File: src/rtl/nnrv_if_q.sv
// Instruction-fetch stage with a credit-controlled prefetch queue between the
// instruction RAM and decode. Decode redirects flush the queue and all in-flight reads.
module nnrv_if_q #(
    parameter int          INSTR_WIDTH = 32,
    parameter int          ADDR_WIDTH  = 8,
    parameter int          XLEN        = 32,
    parameter int          DEPTH       = 4,
    parameter int          RD_LAT      = 1,
    parameter logic [XLEN-1:0] RESET_PC = '0
) (
    input  logic                   i_clk,
    input  logic                   i_rst,
    output logic [ADDR_WIDTH-1:0]  o_ram_rd_addr,
    output logic                   o_ram_rd_en,
    output logic [3:0]             o_ram_rd_mask,
    input  logic [INSTR_WIDTH-1:0] i_ram_rd_data,
    output logic                   o_id_valid,
    output logic [INSTR_WIDTH-1:0] o_id_instr,
    output logic [XLEN-1:0]        o_id_cur_pc,
    input  logic                   i_id_ready,
    input  logic                   i_id_jmp,
    input  logic [XLEN-1:0]        i_id_jmp_pc
);

    localparam int PW = $clog2(DEPTH);
    localparam int CW = PW + 1;
    localparam int SW = $clog2(DEPTH + RD_LAT + 1);

    logic [XLEN-1:0]        r_fetch_pc;
    logic [INSTR_WIDTH-1:0] r_mem_instr [DEPTH];
    logic [XLEN-1:0]        r_mem_pc    [DEPTH];
    logic [PW-1:0]          r_rd_ptr;
    logic [PW-1:0]          r_wr_ptr;
    logic [CW-1:0]          r_count;
    logic [RD_LAT-1:0]      r_pipe_vld;
    logic [XLEN-1:0]        r_pipe_pc   [RD_LAT];

    logic [SW-1:0]          w_inflight;
    logic                   w_credit;
    logic                   w_issue;
    logic                   w_push;
    logic                   w_pop;
    logic                   w_valid;

    // Count outstanding RAM reads; the returning stage still holds its credit.
    always_comb begin
        w_inflight = '0;
        for (int i = 0; i < RD_LAT; i++) begin
            w_inflight = w_inflight + SW'(r_pipe_vld[i]);
        end
    end

    assign w_credit = (SW'(r_count) + w_inflight) < SW'(DEPTH);
    assign w_issue  = i_id_jmp | w_credit;
    assign w_valid  = (r_count != '0);
    assign w_push   = r_pipe_vld[RD_LAT-1] & ~i_id_jmp;
    assign w_pop    = w_valid & i_id_ready & ~i_id_jmp;

    assign o_ram_rd_en   = w_issue & ~i_rst;
    assign o_ram_rd_addr = i_id_jmp ? i_id_jmp_pc[ADDR_WIDTH-1:0] : r_fetch_pc[ADDR_WIDTH-1:0];
    assign o_ram_rd_mask = 4'b1111;

    assign o_id_valid  = w_valid;
    assign o_id_instr  = w_valid ? r_mem_instr[r_rd_ptr] : '0;
    assign o_id_cur_pc = w_valid ? r_mem_pc[r_rd_ptr] : '0;

    // Fetch PC: a redirect restarts one word past the target, which issues this cycle.
    always_ff @(posedge i_clk or posedge i_rst) begin
        if (i_rst) begin
            r_fetch_pc <= RESET_PC;
        end else if (i_id_jmp) begin
            r_fetch_pc <= i_id_jmp_pc + XLEN'(4);
        end else if (w_credit) begin
            r_fetch_pc <= r_fetch_pc + XLEN'(4);
        end else begin
            r_fetch_pc <= r_fetch_pc;
        end
    end

    // In-flight read tracker; a redirect kills every older read.
    always_ff @(posedge i_clk or posedge i_rst) begin
        if (i_rst) begin
            r_pipe_vld <= '0;
            for (int i = 0; i < RD_LAT; i++) begin
                r_pipe_pc[i] <= '0;
            end
        end else begin
            r_pipe_vld[0] <= w_issue;
            r_pipe_pc[0]  <= i_id_jmp ? i_id_jmp_pc : r_fetch_pc;
            for (int i = 1; i < RD_LAT; i++) begin
                r_pipe_vld[i] <= r_pipe_vld[i-1] & ~i_id_jmp;
                r_pipe_pc[i]  <= r_pipe_pc[i-1];
            end
        end
    end

    // Queue bookkeeping; flush takes priority over push and pop.
    always_ff @(posedge i_clk or posedge i_rst) begin
        if (i_rst) begin
            r_rd_ptr <= '0;
            r_wr_ptr <= '0;
            r_count  <= '0;
        end else if (i_id_jmp) begin
            r_rd_ptr <= '0;
            r_wr_ptr <= '0;
            r_count  <= '0;
        end else begin
            if (w_push) begin
                r_wr_ptr <= r_wr_ptr + PW'(1);
            end
            if (w_pop) begin
                r_rd_ptr <= r_rd_ptr + PW'(1);
            end
            case ({w_push, w_pop})
                2'b10:   r_count <= r_count + CW'(1);
                2'b01:   r_count <= r_count - CW'(1);
                default: r_count <= r_count;
            endcase
        end
    end

    // Queue storage; contents are qualified by the count, so no reset is needed.
    always_ff @(posedge i_clk) begin
        if (w_push) begin
            r_mem_instr[r_wr_ptr] <= i_ram_rd_data;
            r_mem_pc[r_wr_ptr]    <= r_pipe_pc[RD_LAT-1];
        end
    end

    nnrv_if_q_chk #(.DEPTH(DEPTH), .CW(CW)) u_chk (
        .i_clk   (i_clk),
        .i_rst   (i_rst),
        .i_push  (w_push),
        .i_pop   (w_pop),
        .i_count (r_count)
    );

endmodule

// Overflow guard: a return must never land in a full queue without a pop.
module nnrv_if_q_chk #(
    parameter int DEPTH = 4,
    parameter int CW    = 3
) (
    input  logic          i_clk,
    input  logic          i_rst,
    input  logic          i_push,
    input  logic          i_pop,
    input  logic [CW-1:0] i_count
);

    a_no_overflow: assert property (@(posedge i_clk) disable iff (i_rst)
        (i_push && !i_pop) |-> (i_count < CW'(DEPTH)));

endmodule

File: config.mk
export PLATFORM = sky130hd
export DESIGN_NAME = nnrv_if_q
export DESIGN_NICKNAME = d
export VERILOG_FILES = /design/src/rtl/nnrv_if_q.sv
export SDC_FILE = /design/constraint.sdc
export NUM_CORES = 1
export LEC_CHECK = 0
export ABC_AREA = 1
export CAP_MARGIN = 20
export CORE_ASPECT_RATIO = 0.7
export CORE_UTILIZATION = 45
export CTS_CLUSTER_DIAMETER = 50
export CTS_CLUSTER_SIZE = 16
export DETAILED_ROUTE_END_ITERATION = 10
export PLACE_DENSITY = 0.72
export SLEW_MARGIN = 10
export SYNTH_ARGS = -nofsm -noshare
export SYNTH_HDL_FRONTEND = slang
export SYNTH_SLANG_ARGS = --single-unit
File: constraint.sdc
create_clock -name i_clk -period 9.75 [get_ports i_clk]
set_clock_uncertainty 0.05 [all_clocks]
set_input_delay 1.95 -clock i_clk [delete_from_list [all_inputs] [get_ports i_clk]]
set_output_delay 1.95 -clock i_clk [all_outputs]
set_load 0.1 [all_outputs]
---- After elaboration in Yosys (flattened, before gate mapping) ----
Memory sizes are Yosys's and may differ from the RTL's.
Cells that the tools add are included.
word-level totals
  bits in registers ....................... 72
  bits in writable memories ............... 256
  input port bits ......................... 68
  logic and storage cells ................. 44
  memories ................................ 2
memory list
  name         words  bits a word  read ports  clocked after memory_dff  wr ports  line  RTL
  r_mem_instr  4      32           1           0                         1         30    logic [INSTR_WIDTH-1:0] r_mem_instr [DEPTH];
  r_mem_pc     4      32           1           0                         1         31    logic [XLEN-1:0] r_mem_pc [DEPTH];
cells by class
  add/sub/neg operators ................... 7
  magnitude comparators ................... 1
  equality and inequality tests ........... 2
  mux-type cells .......................... 14
  bitwise operators ....................... 7
  reductions and logical operators ........ 5
operators by type and width
  operator               number
  $mux 32                5
  $add 32x3->32 const B  2
  $mux 2                 4
  $mux 8                 1
  $pmux 3 s2             1
  $reduce_bool 2->1      3
  $reduce_bool 3->1      2
  $add 2x1->2 const B    2
  $and 1x1->1            4
  $add 3x1->3            1
  $add 3x1->3 const B    1
  $lt 3x3->1 const B     1
  $mux 3                 1
  $sub 3x1->3 const B    1
  $eq 2x1->1 const B     1
  $eq 2x2->1 const B     1
  $mux 1                 2
  $not 1->1              2
  $or 1x1->1             1

---- Longest topological paths before layout ----
  depth in word-level cells ............... 6
  mapped depth ............................ 14
  depth with buffers taken out ............ 13

---- Worst setup path after synthesis ----
Ideal clock, no wire load.
  kind .................................... input-to-output
  start ................................... in i_rst
  end ..................................... out o_ram_rd_en
  arrival time ............................ 4.231 ns
  required time ........................... 7.750 ns
  slack ................................... 3.519 ns
  stages .................................. 3
  path buffers ............................ 0
  cells stage by stage .................... inv_1 > nand2_1 > inv_1
between the ends
  word-level cells in the longest chain between the ends .. 2
ends and longest elaborated chain
  what         line  RTL
  from (decl)  12    input logic i_rst,
  $not 1->1    59    assign o_ram_rd_en = w_issue & ~i_rst;
  $and 1x1->1  59
  to (decl)    14    output logic o_ram_rd_en,
Every way passes these cells.

---- Final worst setup path ----
  start ................................... in i_id_jmp
  end ..................................... out o_ram_rd_en
between the ends
  word-level cells in the longest chain between the ends .. 2
ends and longest elaborated chain
  what         line  RTL
  from (decl)  21    input logic i_id_jmp,
  $or 1x1->1   54    assign w_issue = i_id_jmp | w_credit;
  $and 1x1->1  59
Every way passes these cells.

==> flow_summary.yaml <==
timing:
  fmax_ghz: 0.1417
  fin_hold_ws_ps: 429.4
  finalCritPeriodShare: 0.7237
  slew_viol_final: 0
  tightest_slew_ps: 1073
  layout_min_cycle_time_ps: 7056
  finalSetupViolations: 0
  rsz0062_at_grt: "no"
  relSlewSlack: 0.2822
  hold_violations: 0
  tns_ps: 0
synthesis:
  synth-compound-area-share: 0.08327
  syn_area_um2: 13750
  synth.distinct_cells: 34
  yosysSeqAreaShare: 0.6901
  synth-main-ff-cell: "edfxtp_1"
  synth_mux_area_frac: 0.0007280
  yosys_warnings: 0
  synth-edff-count: 256
  syn_inst: 1285
  synth_area_per_cell_um2: 10.70
  ys_seq_elements: 328
  synthSimpleGateAreaFrac: 0.1788
  synth_top_family_by_area: "simple AND/OR/NAND/NOR gates"
  synth_xor_xnor_area_share: 0.003822
  synthAdderAreaFrac: 0.006006
  synthArstFlopShare: 0.2195
hold_path:
  hold_class: "flip-flop to flip-flop"
  holdPathStages: 2
cells_and_area:
  area_growth_pct: 19.67
  antennaDiodeCount: 0
  drive_gt1_frac: 0.08397
  n_fill_cell: 2509
  layout_commonest_cell: "nor2_1"
  final_cell_mix: "nor2_1 (295), edfxtp_1 (256), nand2_1 (226)"
  nNetsFinal: 1481
power:
  peakVddDrop_v: 0.0002457
  power.internal_mw: 3.008
  power.leakage_nw: 6.126
  power.density_nw_per_um2: 347.1
  p_sw_frac: 0.4732
  pwr-share-comb: 0.460
  seq_power_share: 0.342
  pwr-share-clk: 0.198
  switching_power_mw: 2.702
cts:
  clk_pin_slew_worst_paths_ps: 60
  cts_made_buffers: 28
  postCtsSetupBuffers: 0
  clkLatencyLatePin_ps: 550
  h-tree-depth: 1
  cts_sinks: 328
  cts_tree: "done"
  holdBufCountCts: 0
  ctsLongestPathBuffers: 3
  clock-root-buffer: "clkbuf_16"
  cts_resized: 0
die:
  io_pins: 146
  core_um2: 30040
  dieHeight_um: 148.2
  rows: 53
  die_area_um2: 31270
  die_x_um: 210.9
  start_util: 0.4577
placed_design:
  routabilityCongestion: 0.8891
  hpwl_um: 18660
  port_buffers: 141
routing:
  drc: 0
  initialDrtViolationCount: 879
  routedWlPerCell_um: 16.73
  vias: 9367
  drtPass1Iterations: 5
  vias_per_cell: 5.088
  wirelength_um: 30800
  final_antenna_net_count: 0
global_route:
  grt_overflow: 0
  grt_pass1_wl_um: 48190
  grt_usage: 0.1971
  antenna_found_initial: 0
  grt_pass1_vias: 8795
  grt_max_degree: 79
critical_path:
  cp_max_fo: 41
  ff2ff_path_depth: 6
  path_class: "primary input to output port"
  end_kind: "output port"
  cp.required_ps: 7750
  crit_arrival_ps: 5060
  critPathLaunchType: "primary input"
outcome:
  status: "completed"
run:
  cap_violations: 0
flip-flops by register name, summed over array words and instances (netlist names):
name	count
r_mem_instr	128
r_mem_pc	128
r_fetch_pc	32
r_pipe_pc	32
r_count	3
r_rd_ptr	2
r_wr_ptr	2
r_pipe_vld	1
logic make-up after synthesis:
| logic type | after synthesis |
|---|---|
| buffers and inverters | 115 |
| and+or+nand+nor | 603 |
| AOI/OAI and AO/OA | 225 |
| DFF | 328 |
| adders and majority gates | 6 |
| xor gates and xnor gates | 6 |
| muxes | 1 |
| other | 1 |
metal layers:
layer	global-route usage	routed length, µm	vias up	part of all wire
li1	-	-	4551	-
met1	0.2939	14310	4488	0.46
met2	0.3064	13890	292	0.45
met3	0.03547	2162	36	0.070
met4	0.03406	432	0	0.014
met5	0	0	-	0
synthesized netlist by cell type, types with 2 or more instances:
library cell,number,area share
o22ai_1,2,0.00091
nor2_2,16,0.0073
nand2_2,24,0.011
nor2_1,300,0.082
inv_2,2,0.00055
nand3_1,26,0.0095
inv_1,47,0.013
dfrtp_1,72,0.13
buf_1,10,0.0027
buf_2,3,0.0011
o21ai_0,145,0.053
buf_4,5,0.0027
edfxtp_1,256,0.56
ha_1,5,0.0046
buf_6,5,0.0041
nand2_4,4,0.0033
clkbuf_1,42,0.011
nor2_4,3,0.0025
o21bai_1,3,0.0016
xor2_1,3,0.0019
o21ai_2,2,0.0013
nand2_1,226,0.062
xnor2_1,3,0.0019
a21oi_1,71,0.026
through the flow:
stage                     std cells  setup WS (ps)  area [µm²]    util  total power, mW
final                          1841           2694       16450  0.5477            5.710
after global routing           1841           2477       16450  0.5477            5.956
after CTS                      1841           2704       16450  0.5477            5.751
after detailed placement       1789           2715       15510  0.5162            4.618
after global placement         1789           2664       15510  0.5162            4.591
after floorplan                1288           3519       13760       -            3.968
worst max-delay path, stage by stage:
cell and delay, ps:
buf_2 640, inv_2 30, buf_4 300, nand2_1 140
nor2_2 40, buf_4 240, inv_1 80, buf_4 310
nand2_1 90, inv_1 70, clkdlybuf4s50_1 1130
power by group through the flow:
stage / combinational, mW / sequential [mW] / clock [mW]
3_5_place_dp: 2.64 / 1.98 / 0
2_1_floorplan: 2.03 / 1.94 / 0
6_report: 2.63 / 1.95 / 1.13
5_1_grt: 2.77 / 1.98 / 1.21
3_3_place_gp: 2.62 / 1.97 / 0
4_1_cts: 2.64 / 1.95 / 1.16
path summary, 6_finish.rpt:
kind	from	to	slack (ps)
max	i_id_jmp	o_ram_rd_en	2690
min in group asynchronous	i_rst	r_pipe_pc[1]	1600
max reg2reg	r_rd_ptr[0]	r_rd_ptr[0]	6880
min reg2reg	r_fetch_pc[22]	r_fetch_pc[22]	430
min	r_fetch_pc[22]	r_fetch_pc[22]	430
max in group asynchronous	i_rst	r_rd_ptr[0]	6840
layout make-up:
cell class	count	area, µm²	share of cell area
multi-input combinational	845	3801	0.2310
clock inverter	11	135.1	0.008213
tap	412	515.5	0.03133
clock buffer	41	812.0	0.04935
timing repair buffer	155	1511	0.09186
inverter	49	183.9	0.01118
sequential	328	9494	0.5770
(Power assumes the default switching activity.)
